--- config.mk ---
export PLATFORM = sky130hd
export DESIGN_NAME = midi_note_decoder_flat
export DESIGN_NICKNAME = d
export VERILOG_FILES = /design/src/rtl/midi_pkg.sv /design/src/rtl/midi_note_decoder_if.sv /design/src/rtl/midi_note_decoder_note_period_lut.sv /design/src/rtl/midi_note_decoder.sv /design/src/flat_wrapper.sv
export SDC_FILE = /design/constraint.sdc
export NUM_CORES = 1
export LEC_CHECK = 0
export BUFFER_PORTS_ARGS = -buffer_cell sky130_fd_sc_hd__buf_2
export CAP_MARGIN = 10
export CORE_ASPECT_RATIO = 1.25
export CORE_MARGIN = 2
export CORE_UTILIZATION = 40
export DETAILED_ROUTE_END_ITERATION = 12
export SETUP_SLACK_MARGIN = 0.2
export SKIP_CTS_REPAIR_TIMING = 1
export SYNTH_ARGS = -nofsm -noshare
export SYNTH_HDL_FRONTEND = slang
export SYNTH_SLANG_ARGS = --single-unit
export TNS_END_PERCENT = 30
--- constraint.sdc ---
create_clock -name clk_in -period 3.1 [get_ports clk_in]
set_input_delay 0.31 -clock clk_in [delete_from_list [all_inputs] [get_ports clk_in]]
set_output_delay 0.31 -clock clk_in [all_outputs]
set_load 0.02 [all_outputs]
--- src/rtl/midi_pkg.sv ---
// Shared types and constants for the MIDI note decoder: parser states,
// status nibbles and the note-to-playback-period table.
package midi_pkg;

    typedef enum logic [1:0] {
        IDLE    = 2'd0,
        WAIT_D1 = 2'd1,
        WAIT_D2 = 2'd2,
        SKIP    = 2'd3
    } state_e;

    localparam logic [3:0] NOTE_OFF = 4'h8;
    localparam logic [3:0] NOTE_ON  = 4'h9;

    localparam int NOTE_CW = 24;
    typedef logic [NOTE_CW-1:0] period_t;
    typedef period_t [0:127] note_cycles_t;

    // Periods for octave -1 (C-1..B-1) at 100 MHz with 256 samples per cycle;
    // each higher octave halves the period.
    localparam period_t [0:11] OCTAVE_BASE = {
        24'd47778, 24'd45096, 24'd42566, 24'd40177, 24'd37922, 24'd35793,
        24'd33784, 24'd31888, 24'd30098, 24'd28409, 24'd26815, 24'd25310
    };

    function automatic note_cycles_t build_note_cycles();
        note_cycles_t t;
        for (int i = 0; i < 128; i++) begin
            t[i] = OCTAVE_BASE[i % 12] >> (i / 12);
        end
        return t;
    endfunction

    localparam note_cycles_t NOTE_CYCLES = build_note_cycles();

    // CHANNEL == 16 means omni: every channel nibble matches.
    function automatic logic channel_match(input logic [3:0] n, input int channel);
        return (channel == 16) || (32'(n) == channel);
    endfunction

endpackage

--- src/rtl/midi_note_decoder_if.sv ---
// Byte input and note-event output bundle of the MIDI note decoder.
interface midi_note_decoder_if #(
    parameter int CW = 24
);
    logic [7:0]    byte_in;
    logic          byte_valid_in;
    logic          valid_out;
    logic          is_note_on;
    logic [6:0]    note_out;
    logic [6:0]    velocity_out;
    logic [CW-1:0] cycles_between_samples;
    logic [7:0]    dropped_count;

    modport master (
        output byte_in, byte_valid_in,
        input  valid_out, is_note_on, note_out, velocity_out,
               cycles_between_samples, dropped_count
    );

    modport slave (
        input  byte_in, byte_valid_in,
        output valid_out, is_note_on, note_out, velocity_out,
               cycles_between_samples, dropped_count
    );
endinterface

--- src/rtl/midi_note_decoder_note_period_lut.sv ---
// Registered note-number to playback-period lookup; the result is loaded
// only when a note event completes and holds until the next one.
module note_period_lut
    import midi_pkg::*;
#(
    parameter int CW = 24
) (
    input  logic          clk_in,
    input  logic          rst_in,
    input  logic          en_i,
    input  logic [6:0]    note_i,
    output logic [CW-1:0] period_o
);
    logic [CW-1:0] period_q;

    always_ff @(posedge clk_in) begin
        if (rst_in) begin
            period_q <= '0;
        end else if (en_i) begin
            period_q <= CW'(NOTE_CYCLES[note_i]);
        end
    end

    assign period_o = period_q;
endmodule

--- src/rtl/midi_note_decoder.sv ---
// MIDI byte-stream parser that extracts note-on/off events for one channel
// (or all channels) with running status and realtime-byte transparency.
module midi_note_decoder
    import midi_pkg::*;
#(
    parameter int CHANNEL = 0,
    parameter int CW      = 24
) (
    input logic                 clk_in,
    input logic                 rst_in,
    midi_note_decoder_if.slave  bus
);
    state_e      state_q, state_d;
    logic [7:0]  run_status_q, run_status_d;
    logic [6:0]  note_q, note_d;
    logic [7:0]  dropped_q, dropped_d;
    logic        valid_q;
    logic        is_on_q;
    logic [6:0]  note_out_q;
    logic [6:0]  vel_q;
    logic        fire_c;
    logic        drop_c;
    logic        realtime_c;
    logic [CW-1:0] period_w;

    assign realtime_c = (bus.byte_in[7:3] == 5'b11111);

    always_comb begin
        state_d      = state_q;
        run_status_d = run_status_q;
        note_d       = note_q;
        fire_c       = 1'b0;
        drop_c       = 1'b0;
        if (bus.byte_valid_in && !realtime_c) begin
            if (bus.byte_in[7]) begin
                // Any status abandons a partial message; only note messages
                // on our channel re-arm running status.
                if ((bus.byte_in[7:4] == NOTE_ON || bus.byte_in[7:4] == NOTE_OFF) &&
                    channel_match(bus.byte_in[3:0], CHANNEL)) begin
                    run_status_d = bus.byte_in;
                    state_d      = WAIT_D1;
                end else begin
                    run_status_d = 8'h00;
                    state_d      = SKIP;
                end
            end else begin
                case (state_q)
                    WAIT_D1: begin
                        note_d  = bus.byte_in[6:0];
                        state_d = WAIT_D2;
                    end
                    WAIT_D2: begin
                        fire_c  = 1'b1;
                        state_d = WAIT_D1;
                    end
                    default: drop_c = 1'b1;
                endcase
            end
        end
    end

    always_comb begin
        dropped_d = dropped_q;
        if (drop_c && dropped_q != 8'hFF) begin
            dropped_d = dropped_q + 8'd1;
        end
    end

    always_ff @(posedge clk_in) begin
        if (rst_in) begin
            state_q      <= IDLE;
            run_status_q <= 8'h00;
            note_q       <= 7'd0;
            dropped_q    <= 8'd0;
            valid_q      <= 1'b0;
            is_on_q      <= 1'b0;
            note_out_q   <= 7'd0;
            vel_q        <= 7'd0;
        end else begin
            state_q      <= state_d;
            run_status_q <= run_status_d;
            note_q       <= note_d;
            dropped_q    <= dropped_d;
            valid_q      <= fire_c;
            if (fire_c) begin
                // Note-on with velocity 0 is a note-off by MIDI convention.
                is_on_q    <= (run_status_q[7:4] == NOTE_ON) && (bus.byte_in[6:0] != 7'd0);
                note_out_q <= note_q;
                vel_q      <= bus.byte_in[6:0];
            end
        end
    end

    note_period_lut #(.CW(CW)) u_lut (
        .clk_in   (clk_in),
        .rst_in   (rst_in),
        .en_i     (fire_c),
        .note_i   (note_q),
        .period_o (period_w)
    );

    // These feed the oscillator coordinator directly (isNoteOn, valid_in,
    // cycles_between_samples).
    assign bus.valid_out              = valid_q;
    assign bus.is_note_on             = is_on_q;
    assign bus.note_out               = note_out_q;
    assign bus.velocity_out           = vel_q;
    assign bus.cycles_between_samples = period_w;
    assign bus.dropped_count          = dropped_q;
endmodule
--- src/flat_wrapper.sv ---
// flat-port wrapper written by rule: the top's interface ports become plain ports
module midi_note_decoder_flat import midi_pkg::*;
#(
    parameter int CHANNEL = 0,
    parameter int CW      = 24
)
  (clk_in, rst_in, bus_byte_in, bus_byte_valid_in, bus_valid_out, bus_is_note_on, bus_note_out, bus_velocity_out, bus_cycles_between_samples, bus_dropped_count);
  midi_note_decoder_if #(.CW(CW)) bus_i ();
  input logic clk_in;
  input logic rst_in;
  input wire logic [$bits(bus_i.byte_in)-1:0] bus_byte_in;
  input wire logic [$bits(bus_i.byte_valid_in)-1:0] bus_byte_valid_in;
  output wire logic [$bits(bus_i.valid_out)-1:0] bus_valid_out;
  output wire logic [$bits(bus_i.is_note_on)-1:0] bus_is_note_on;
  output wire logic [$bits(bus_i.note_out)-1:0] bus_note_out;
  output wire logic [$bits(bus_i.velocity_out)-1:0] bus_velocity_out;
  output wire logic [$bits(bus_i.cycles_between_samples)-1:0] bus_cycles_between_samples;
  output wire logic [$bits(bus_i.dropped_count)-1:0] bus_dropped_count;
  assign bus_i.byte_in = bus_byte_in;
  assign bus_i.byte_valid_in = bus_byte_valid_in;
  assign bus_valid_out = bus_i.valid_out;
  assign bus_is_note_on = bus_i.is_note_on;
  assign bus_note_out = bus_i.note_out;
  assign bus_velocity_out = bus_i.velocity_out;
  assign bus_cycles_between_samples = bus_i.cycles_between_samples;
  assign bus_dropped_count = bus_i.dropped_count;
  midi_note_decoder #(.CHANNEL(CHANNEL), .CW(CW)) u_core (.clk_in(clk_in), .rst_in(rst_in), .bus(bus_i));
endmodule
==> results <==
- The run finished with clean final reports.
- The height of the chip is between 100 and 150 um.
- Detailed placement finished with a half-perimeter wire length of around 9 mm.
- The initial antenna violation count is 0.
- By startpoint and endpoint, the worst setup path is classified as flop to flop.
- The headroom to the max-slew limit is 0.544.
- For the worst setup path, the data arrival time is approximately 2.8 ns.
- The biggest cell delay along the critical path is 0.53 ns.
- The maximum VDD drop is 0.000233 V.
- In this run, CTS created clock tree buffers numbering 5.
- After detailed routing, the number of vias per cell comes to 6.11.
- The total negative slack for setup checks is 0 ns.
- Across the routed clock network, the largest skew measured is ~0.008 ns.
- The count of flip-flops with a built-in enable after synthesis is 0.
- After the first detailed-routing iteration, the DRC count stood at approximately 480.
- Across every metal layer, demand over resource in global routing totals 0.239.
- TritonCTS built the clock tree.
- The sort of element at the start of the critical path is a flop.
- The final estimated routing congestion in global placement is around 0.90.
- The via count of the first global-routing pass is a little under 4000.
- For the pin with the worst max-slew slack, the measured transition is roughly 0.68 ns.
- The count of port buffers added during placement is 50.
- Clock latency on the worst-skew pair, taken at its later pin, is roughly 0.3 ns.
- The H-tree was split into 2 levels.
- The TritonCTS sink count is 53.
- The library cell used most frequently in the layout, excluding fill and tap cells, is nand2_1.
- From synthesis to final layout, the design area changed by 11.7%.
- The starting density of the core is 0.410.
- The clock transition at the registers of the reported paths is 0.07 ns.
- The required arrival time at the worst endpoint is 3.33 ns.
- Setup violations remaining at the end of the flow were counted as 0.
- Derived from the worst setup path, the maximum achievable clock frequency is 390 MHz.
- The gate count after technology mapping is around 530.
- In the final layout, the multi-input gates occupy 2550 sq um.
- The synthesized design contains 53 register bits.
- Along the worst path, the maximum fanout reaches 9.
- The kind of end point of the critical path is a flop.
- The leakage power figure is about 1.7 nW.
- The floorplan step defined a die boundary enclosing around 11000 sq um.
- The final-stage net count is approximately 570.
- The total length of routed wires is between 10 and 15 mm.
- Overall power consumption after layout is estimated at between 0.0015 and 0.002 W.
- After detailed placement, the design holds a cell count of between 600 and 700.
- The sequential cell area is between 1000 and 1500 sq um.
- A synthesized cell averages between 7 and 8 sq um.
- In the final layout, the share of cells above drive strength 1 is 0.177.
- Excluding fillers, the count of instances in the completed layout stands at 673.
- The library cells used most frequently in the layout, excluding fill and tap cells, are nand2_1, a21oi_1, buf_2, dfxtp_1, nor2_1.
- The number of pins exceeding their max-slew limit in the final report is 0.
- The number of detailed-routing iterations run before antenna repair is 6.
- The most used flip-flop cell after synthesis is dfxtp_1.
- The sequential cell area fraction in the yosys report is 0.269.
- The post-synthesis cell type count is 68.
- The class of the tightest hold or removal check is input port to flop.
- Fill cells in the final layout number between 1000 and 1500.
- The number of rows created at floorplan is 40.
- The first global-routing pass estimated ~20 mm of wire.
- The number of hold-slack violations in the final timing report is 0.
- The synthesized netlist occupies a cell area of approximately 3900 sq um.
- In this run the remaining antenna-violating nets after routing total 0.
- The area of the core is roughly 9600 sq um.
- Setup repair after global routing left no endpoint under its margin.
- Summed over all layers, the global routing overflow is 0.
- The Yosys step of the flow raised 0 warnings.
- In the synthesized netlist the async set-or-reset flop fraction comes to 0.
- The post-route clock period utilization is 0.827.
- The kind of cell adding the most delay to the critical path is compound AO/OA/AOI/OAI gates.
- The worst path needs ~2.6 ns of the cycle, external delays included.
- After detailed routing, the number of remaining DRC violations is 0.
- During I/O placement, the number of pins put on the boundary was 59.
- The buffer cell driving the clock tree root is clkbuf_16.
- The width of the chip is ~93 um.
- The critical path's slowest cell is mux4_2.
- Power spread over the standard cell area amounts to approximately 370 nW/um^2.
- The count of max-cap constraint violations is 0.
- The clock passes through at most 2 buffers.
- The detailed router placed slightly above 4000 vias in this run.
- The sum of buffers and inverters on the critical path is 1.
- The antenna cell count is 0.
- Walking the worst path, the cells encountered are inv_1 > ha_1 > nand2b_1 > o21ai_0 > mux4_2 > a221o_1 > a31oi_1.
- The largest net degree at the start of global routing is 43.
- The average wire per standard cell is roughly 19 um.
==> report_power, final <==
group,internal (W),switching [W],leakage [nW]
clock,0.000388,0.000284,0.0848
sequential,0.000695,0.0000146,0.430
combinational,0.0000863,0.000161,1.21
==> routing by layer <==
layer | vias up | routed length [um] | global-route usage
met1 | 1924 | 5370 | 0.314
met5 | - | 0 | 0
met2 | 212 | 5930 | 0.386
li1 | 1938 | - | -
met3 | 35 | 1010 | 0.0354
met4 | 0 | 470 | 0.115
==> state kept, by name, indices dropped and copies added, names as in the netlist <==
signal,count
u_core.u_lut.period_o,16
u_core.note_q,7
u_core.bus.dropped_count,8
u_core.state_q,2
u_core.bus.valid_out,1
u_core.bus.velocity_out,7
u_core.bus.is_note_on,1
u_core.bus.note_out,7
u_core.run_status_q,4
==> Yosys cell counts (7+ instances only) <==
master | instances | area share
mux2i_1 | 10 | 0.025
nor2_1 | 35 | 0.033
a21oi_1 | 51 | 0.065
inv_1 | 15 | 0.014
a211oi_1 | 13 | 0.025
o211ai_1 | 9 | 0.017
nand2b_1 | 12 | 0.019
dfxtp_1 | 53 | 0.27
buf_2 | 10 | 0.013
clkbuf_1 | 37 | 0.035
nand2_1 | 64 | 0.061
o21ai_0 | 27 | 0.034
buf_4 | 11 | 0.021
a31oi_1 | 16 | 0.025
nor3_1 | 9 | 0.011
and3_1 | 7 | 0.011
nand3_1 | 25 | 0.032
ha_1 | 11 | 0.035
==> cell families after synthesis <==
kind of cell    count (synthesis)  synth area share
simple gates                  181             0.219
other cells                     1          0.000952
xor+xnor                        9            0.0200
buf+inv                        77            0.0908
mux                            21            0.0740
compound gates                172             0.291
fa+ha+maj                      11            0.0349
flops                          53             0.269
==> final timing paths <==
check | startpoint | endpoint | slack (ns) | cells after the start
min reg2reg | u_core.u_lut.period_o[14]$_SDFFE_PP0P_ | u_core.u_lut.period_o[14]$_SDFFE_PP0P_ | 0.45 | 2
min | bus_byte_in[1] | u_core.bus.velocity_out[1]$_SDFFE_PP0P_ | 0.28 | 3
max reg2reg | u_core.note_q[1]$_SDFFE_PP0P_ | u_core.u_lut.period_o[1]$_SDFFE_PP0P_ | 0.54 | 7
max | u_core.note_q[1]$_SDFFE_PP0P_ | u_core.u_lut.period_o[1]$_SDFFE_PP0P_ | 0.54 | 7
==> through the flow <==
step / util / hold slack, ns / worst slack (ns) / area (sq um)
3_5_place_dp: 0.440 / 0.446 / 0.631 / 4230
5_1_grt: 0.458 / 0.285 / 0.460 / 4400
3_3_place_gp: 0.440 / 0.442 / 0.689 / 4230
2_1_floorplan: - / 0.432 / 0.711 / 3970
6_report: 0.458 / 0.278 / 0.538 / 4400
4_1_cts: 0.458 / 0.269 / 0.604 / 4400
==> worst min-delay path, cell delays in order <==
cell and delay (ns):
buf_2 0.12, nand2_1 0.05, a21oi_1 0.05
==> cell type report <==
class / instances / area share
inverter: 16 / 0.0137
tap: 126 / 0.0358
multi-input combinational: 402 / 0.579
clock buffer: 5 / 0.0284
timing repair buffer: 68 / 0.0904
sequential: 53 / 0.242
clock inverter: 3 / 0.0108
Note: power is estimated with default switching activity, not from simulation.
